[src/rtl/dmem_arbiter_pkg.sv]
// Shared encodings and defaults for the data-memory arbiter.
// The latency-counter width covers MEM_LAT and STARVE_MAX up to 15.
package dmem_arbiter_pkg;

    localparam int DEF_ADDR_W     = 32;
    localparam int DEF_DATA_W     = 32;
    localparam int DEF_MEM_LAT    = 2;
    localparam int DEF_STARVE_MAX = 4;
    localparam int CNT_W          = 4;

    typedef enum logic [1:0] {
        IDLE   = 2'd0,
        ACCESS = 2'd1,
        DONE   = 2'd2
    } state_t;

    typedef enum logic {
        CORE = 1'b0,
        LDR  = 1'b1
    } owner_t;

endpackage

[src/rtl/dmem_lat_counter.sv]
// Access-latency down-counter: load arms it with MEM_LAT-1, and last flags
// the final cycle of the memory access.
module dmem_lat_counter
    import dmem_arbiter_pkg::*;
#(
    parameter int MEM_LAT = DEF_MEM_LAT
) (
    input  logic clk,
    input  logic rst_n,
    input  logic load,
    output logic last
);

    logic [CNT_W-1:0] cnt;

    always_ff @(posedge clk or negedge rst_n) begin
        if (!rst_n)            cnt <= '0;
        else if (load)         cnt <= CNT_W'(MEM_LAT - 1);
        else if (cnt != '0)    cnt <= cnt - 1'b1;
    end

    assign last = (cnt == '0);

endmodule

[src/rtl/dmem_arbiter.sv]
// Arbitrates the single data-memory port between the core MEM stage and a
// loader/debug port; the loader wins after STARVE_MAX contended core grants.
module dmem_arbiter
    import dmem_arbiter_pkg::*;
#(
    parameter int ADDR_W     = DEF_ADDR_W,
    parameter int DATA_W     = DEF_DATA_W,
    parameter int MEM_LAT    = DEF_MEM_LAT,
    parameter int STARVE_MAX = DEF_STARVE_MAX
) (
    input  logic              clk,
    input  logic              rst_n,
    input  logic              core_rd,
    input  logic              core_wr,
    input  logic [ADDR_W-1:0] core_addr,
    input  logic [DATA_W-1:0] core_wdata,
    output logic [DATA_W-1:0] core_rdata,
    output logic              core_stall,
    input  logic              ldr_req,
    input  logic              ldr_we,
    input  logic [ADDR_W-1:0] ldr_addr,
    input  logic [DATA_W-1:0] ldr_wdata,
    output logic              ldr_ack,
    output logic [DATA_W-1:0] ldr_rdata,
    output logic              mem_en,
    output logic              mem_we,
    output logic [ADDR_W-1:0] mem_addr,
    output logic [DATA_W-1:0] mem_wdata,
    input  logic [DATA_W-1:0] mem_rdata
);

    state_t            state, state_nxt;
    owner_t            owner;
    logic [ADDR_W-1:0] addr_q;
    logic [DATA_W-1:0] wdata_q;
    logic              we_q;
    logic [CNT_W-1:0]  starve_cnt;
    logic              core_req, grant_core, grant_ldr, lat_last;

    assign core_req   = core_rd | core_wr;
    assign grant_core = (state == IDLE) && core_req &&
                        !(ldr_req && (starve_cnt == CNT_W'(STARVE_MAX)));
    assign grant_ldr  = (state == IDLE) && ldr_req && !grant_core;

    dmem_lat_counter #(.MEM_LAT(MEM_LAT)) u_lat (
        .clk   (clk),
        .rst_n (rst_n),
        .load  (grant_core | grant_ldr),
        .last  (lat_last)
    );

    always_ff @(posedge clk or negedge rst_n) begin
        if (!rst_n) state <= IDLE;
        else        state <= state_nxt;
    end

    always_comb begin
        state_nxt = state;
        mem_en    = 1'b0;
        mem_we    = 1'b0;
        ldr_ack   = 1'b0;
        // The core sees its release only in the DONE cycle of its own access.
        core_stall = core_req;
        case (state)
            IDLE: begin
                if (grant_core || grant_ldr) state_nxt = ACCESS;
            end
            ACCESS: begin
                mem_en = 1'b1;
                mem_we = we_q;
                if (lat_last) state_nxt = DONE;
            end
            DONE: begin
                state_nxt = IDLE;
                if (owner == CORE) core_stall = 1'b0;
                else               ldr_ack    = 1'b1;
            end
            default: state_nxt = IDLE;
        endcase
    end

    always_ff @(posedge clk or negedge rst_n) begin
        if (!rst_n) begin
            owner      <= CORE;
            addr_q     <= '0;
            wdata_q    <= '0;
            we_q       <= 1'b0;
            starve_cnt <= '0;
            core_rdata <= '0;
            ldr_rdata  <= '0;
        end else begin
            if (grant_core) begin
                owner   <= CORE;
                addr_q  <= core_addr;
                wdata_q <= core_wdata;
                we_q    <= core_wr;
                if (ldr_req && (starve_cnt != CNT_W'(STARVE_MAX)))
                    starve_cnt <= starve_cnt + 1'b1;
            end else if (grant_ldr) begin
                owner      <= LDR;
                addr_q     <= ldr_addr;
                wdata_q    <= ldr_wdata;
                we_q       <= ldr_we;
                starve_cnt <= '0;
            end
            if ((state == ACCESS) && lat_last) begin
                if (owner == CORE) core_rdata <= mem_rdata;
                else               ldr_rdata  <= mem_rdata;
            end
        end
    end

    assign mem_addr  = addr_q;
    assign mem_wdata = wdata_q;

endmodule

[config.mk]
export PLATFORM = sky130hd
export DESIGN_NAME = dmem_arbiter
export DESIGN_NICKNAME = d
export VERILOG_FILES = /design/src/rtl/dmem_arbiter_pkg.sv /design/src/rtl/dmem_lat_counter.sv /design/src/rtl/dmem_arbiter.sv
export SDC_FILE = /design/constraint.sdc
export NUM_CORES = 1
export LEC_CHECK = 0
export ABC_AREA = 1
export CAP_MARGIN = 20
export CORE_AREA = 2 2 129 118
export CTS_CLUSTER_DIAMETER = 120
export DETAILED_ROUTE_END_ITERATION = 12
export DIE_AREA = 0 0 131 120
export HOLD_SLACK_MARGIN = 0.05
export PLACE_DENSITY = 0.82
export SLEW_MARGIN = 30
export SYNTH_ARGS = -nofsm -noshare
export SYNTH_HDL_FRONTEND = slang
export SYNTH_HIERARCHICAL = 1
export SYNTH_SLANG_ARGS = --single-unit
export TNS_END_PERCENT = 30
[constraint.sdc]
create_clock -name clk -period 3 [get_ports clk]
set_input_delay 0.3 -clock clk [delete_from_list [all_inputs] [get_ports clk]]
set_output_delay 0.3 -clock clk [all_outputs]
set_load 0.005 [all_outputs]
[After elaboration in Yosys (flattened, before gate mapping)]
Index checks and enable logic that the tools add are counted.
Operators by class
  equal/unequal tests: 7
  bitwise operators: 3
  reduce and logical (&&, ||, !) cells: 19
  muxes and demuxes: 22
  $add $sub $neg: 2
Operators with widths (count)
  2-to-1 mux 32 bit: 4
  2-to-1 mux 4 bit: 5
  2-to-1 mux 1 bit: 10
  AND reduction 2 bit: 4
  logical AND 1 bit: 7
  adder 4 x 1 -> 4 bit, second input constant: 1
  equality test 4 x 3 -> 1 bit, second input constant: 1
  logical NOT 4 bit: 1
  2-to-1 mux 2 bit: 2
  inequality test 2 x 1 -> 1 bit, second input constant: 2
  inequality test 4 x 3 -> 1 bit, second input constant: 1
  one-hot mux 2 bit (2 select lines): 1
  nonzero test 2 bit: 2
  nonzero test 4 bit: 1
  subtractor 4 x 1 -> 4 bit, second input constant: 1
  equality test 2 x 1 -> 1 bit, second input constant: 1
  equality test 2 bit, second input constant: 1
  logical NOT 1 bit: 2
  logical NOT 2 bit: 1
  inequality test 2 bit, second input constant: 1
  OR 1 bit: 2
  logical OR 1 bit: 1
  inverter 1 bit: 1
Word-level totals
  bits of input ports: 166
  bits in registers: 140

[Logic depth before layout (Yosys ltp)]
  word-level depth: 9
  depth in mapped cells: 13
  gate-level depth less buffers: 11

[Hierarchy]
Netlist, hierarchy kept.
By module, submodules not included
  dmem_arbiter: times used 1, cells an instance 672, area each 5988.2 um2
  dmem_lat_counter: times used 1, cells an instance 29, area each 225.2 um2

[Worst setup path after synthesis]
OpenSTA, ideal clock, no wires.
  path kind: register -> register
  start: register starve_cnt[0]
  end: register u_lat.cnt[1]
  path buffers: 2
  cell stages (with the launch flop): 14
  required time: 2879 ps
  arrival time: 1497 ps
  clock period less this slack: 1619 ps
  library setup time: 121 ps
  setup slack: 1381 ps
  path through: dfrtp_1 inv_1 ha_1 nand2_1 inv_1 nand2_2 nand2_2 buf_6 buf_6 nand2_1 inv_1 nand3_1 nand2_1 o21ai_1
On the way
  cells in the longest elaborated chain, start to end: 8
  elaborated cells on any way between the ends: 9
  those cells by class: eq/ne: 1; mux: 1; bitwise: 1; reduce/logical: 6
Ends and longest elaborated chain
  start, declared: RTL line dmem_arbiter.sv:37  | logic [CNT_W-1:0] starve_cnt;
  start signal, assigned: RTL line dmem_arbiter.sv:98  | starve_cnt <= starve_cnt + 1'b1;
  equality test 4 x 3 -> 1 bit (*): RTL line dmem_arbiter.sv:42  | !(ldr_req && (starve_cnt == CNT_W'(STARVE_MAX)));
  logical AND 1 bit (*): RTL line dmem_arbiter.sv:42
  logical NOT 1 bit (*): RTL line dmem_arbiter.sv:42
  logical AND 1 bit (*): RTL line dmem_arbiter.sv:41  | assign grant_core = (state == IDLE) && core_req &&
  logical NOT 1 bit: RTL line dmem_arbiter.sv:43  | assign grant_ldr = (state == IDLE) && ldr_req && !grant_core;
  logical AND 1 bit: RTL line dmem_arbiter.sv:43
  OR 1 bit (*): RTL line dmem_arbiter.sv:48  | .load (grant_core | grant_ldr),
  2-to-1 mux 4 bit / nonzero test 2 bit (equally long branches)
  end signal, assigned: RTL line dmem_lat_counter.sv:18  | else if (load) cnt <= CNT_W'(MEM_LAT - 1);
  end signal, assigned: RTL line dmem_lat_counter.sv:19  | else if (cnt != '0) cnt <= cnt - 1'b1;
  end, declared: RTL line dmem_lat_counter.sv:14  | logic [CNT_W-1:0] cnt;
Every way passes the cells marked *; elsewhere a longest branch is shown, timed or not.
A chain may end at the register's enable or synchronous reset.

[Worst setup path in the final report]
  start: register state[1]
  end: output mem_we
On the way
  cells in the longest elaborated chain, start to end: 2
Ends and longest elaborated chain
  start, declared: RTL line dmem_arbiter.sv:32  | state_t state, state_nxt;
  start signal, assigned: RTL line dmem_arbiter.sv:54  | else state <= state_nxt;
  equality test 2 x 1 -> 1 bit: RTL line dmem_arbiter.sv:64  | case (state)
  2-to-1 mux 1 bit: RTL line dmem_arbiter.sv:64
  end, declared: RTL line dmem_arbiter.sv:26  | output logic mem_we,
No other way between the ends.

==> results.cfg <==
[timing]
period_minus_slack_ns = 1.96
timing.final.crit_share = 0.654
rsz0062_at_grt = false
slew_viol_final = 0
worstMarginPinSlew_ns = 0.661
clock_skew_ns = 0.00951
fmax_mhz = 509
setup_viol = 0
slew_headroom = 0.559
fin_tns_setup_ns = 0
final_hold_viol_count = 0

[setup_path]
cp-end-kind = output port
critPathTopFamily = buffers and inverters
critical_path_buf_inv_count = 2
start_kind = flip-flop
slowest_delay_ns = 0.51
crit_slowest_cell = clkdlybuf4s50_1
crit_required_ns = 2.70
path_cells = nor2_2 -> inv_2 -> nor2_1 -> clkdlybuf4s50_1
critPathKind = reg -> out
cp_max_fo = 3
cp.arrival_ns = 1.66

[clock_network]
clk_pin_slew_ns = 0.06
h-tree-depth = 4
cts_tree = done
cts_root_buffer = clkbuf_16
clkSinkCount = 140
clock_latency_ns = 0.42
post-cts-setup-buffers = 0
cts_buffers = 17
ctsLongestPathBuffers = 2

[detailed_routing]
top_layer = met4
antenna_left = 0
vias_per_cell = 5.19
met3WireLength_mm = 2.61
wl_per_cell_microns = 17.3
met2_length_mm = 9.77
dr.pass1.iters = 5
wl_met1_mm = 7.55
remaining_drc_errors = 0
drt_iter0_drc = 319
num_vias = 6146
drt_wl_total_mm = 20.5

[yosys]
synthMuxAreaShare = 0
synth_warnings = 6
synth-seq-area-share = 0.564
syn_inst = 701
synth_nets = 871
synth_ff_type = dfrtp_1
synth_xor_area_frac = 0.00141
ys_top_cells_by_area = dfrtp_1 (56%), nand3_1 (20%), nand2_1 (5.7%), o21ai_1 (4.7%), inv_1 (3.2%)
async_flop_share = 1.00
ys_ff_latch = 140
synth_cell_types = 23
synth.largest_area_cell = dfrtp_1
synth_edf_count = 0
yosysMostFrequentCell = nand3_1
synth_top_area_frac = 0.564
syn_area_sq_um = 6210
synth_top_family_by_area = simple AND/OR/NAND/NOR gates
synthTopCellsByCount = nand3_1 (252), dfrtp_1 (140), nand2_1 (95)
synth_fa_ha_area_frac = 0.00805
syn_avg_cell_area_sq_um = 8.86
synth-compound-area-share = 0.0584
yosys.area_share.simple = 0.288

[floorplanning]
core_sq_um = 14500
die_area_sq_um = 15700
std_cell_rows = 42
die_y_microns = 120
pin_count = 298
start_util = 0.430
die_w_microns = 131

[final_layout]
drive_gt1_frac = 0.0538
nNetsFinal = 1144
fin_cells = 1185
final_util = 0.679
syn2layout_area_growth_pct = 57.9

[run]
max_cap_violations = 0

[pwr]
p_leak_nw = 4.45
pwr_density_cell_nw_per_um2 = 1020
peakVddDrop_mv = 0.553
power_mw = 9.97

[worst_hold_path]
hold_path.class = in -> reg

[grt]
grt_max_degree = 96
grtUsageTotal = 0.262
grt_pass1_wl_mm = 31.8
grt_pass1_vias = 6170
antenna_found_initial = 1
gr-total-overflow = 0

[run_status]
status = finished clean

[placement]
dp_cells = 1152
place_congestion = 0.853
portBuffers = 297
dp_hpwl_mm = 14.1
## path summary, 6_finish.rpt
kind / start / endpoint / slack, ns / cells past startpoint
max in group asynchronous: rst_n / core_rdata[27] / 1.70 / 3
worst min register to register: u_lat/cnt[0] / u_lat/cnt[0] / 0.47 / 2
worst max register to register: starve_cnt[0] / mem_addr[3] / 1.06 / 9
worst max-delay path: state[1] / mem_we / 1.04 / 4
worst min-delay path: mem_rdata[18] / ldr_rdata[18] / 0.45 / 3
min in group asynchronous: rst_n / core_rdata[14] / 0.46 / 2
## state kept, by name, indices dropped and copies added, names as in the netlist
name and count:
mem_wdata 32, mem_addr 32, u_lat/cnt 4, state 2
owner 1, ldr_rdata 32, we_q 1, starve_cnt 4
core_rdata 32
## cell usage in the layout, fill, tap and decap left out, types with 4 or more instances in the layout
cell type,instances
clkbuf_16,17
nand2_1,95
nor2_1,17
clkdlybuf4s50_1,296
inv_1,53
nand3_1,252
dfrtp_1,140
o21ai_0,8
buf_4,5
ha_1,4
clkinv_4,4
o21ai_1,58
## per-stage QoR
stage | hold WS (ns) | setup WS [ns] | area, sq um
6_report | 0.448 | 1.04 | 9810
5_1_grt | 0.444 | 0.856 | 9810
4_1_cts | 0.431 | 1.01 | 9810
3_5_place_dp | 0.364 | 0.919 | 9250
3_3_place_gp | 0.361 | 0.942 | 9250
2_1_floorplan | 0.00441 | 1.38 | 6210
## what timing repair did
item,CTS,global route
endpoints found under the hold margin,68,0
hold buffers,1,0
gates resized for setup,0,0
endpoints found under the setup margin,0,0
## worst register-to-register path: cells and delay by family, from the launching register on
| family | cells | cell delay [ns] |
|---|---|---|
| fa+ha+maj | 1 | 0.16 |
| simple gates | 5 | 0.79 |
| flops | 1 | 0.41 |
| buf+inv | 3 | 0.52 |
## layout make-up
type	count	area [sq um]
Sequential cell	140	3500
Clock inverter	10	95.1
Timing Repair Buffer	306	3080
Inverter	56	210
Multi-Input combinational cell	453	2220
Antenna cell	1	2.50
Fill cell	1149	4640
Clock buffer	21	450
Tap cell	198	248
## routing by layer
layer,vias up,GRT usage
met5,-,0
met4,0,0.101
met3,35,0.118
met2,290,0.425
met1,2917,0.304
li1,2904,-
## power by group
group	switching [mW]	internal [mW]
clock network	0.805	1.16
registers	0.547	2.84
logic	2.16	2.47
total	3.51	6.46
## cell families after synthesis
logic type,count (synthesis)
buffers and inverters,108
adder cells (fa/ha/maj),4
AND/OR/NAND/NOR,377
XOR/XNOR,1
flip-flops,140
AO/OA/AOI/OAI,71
Note: power is estimated with default switching activity, not from simulation.
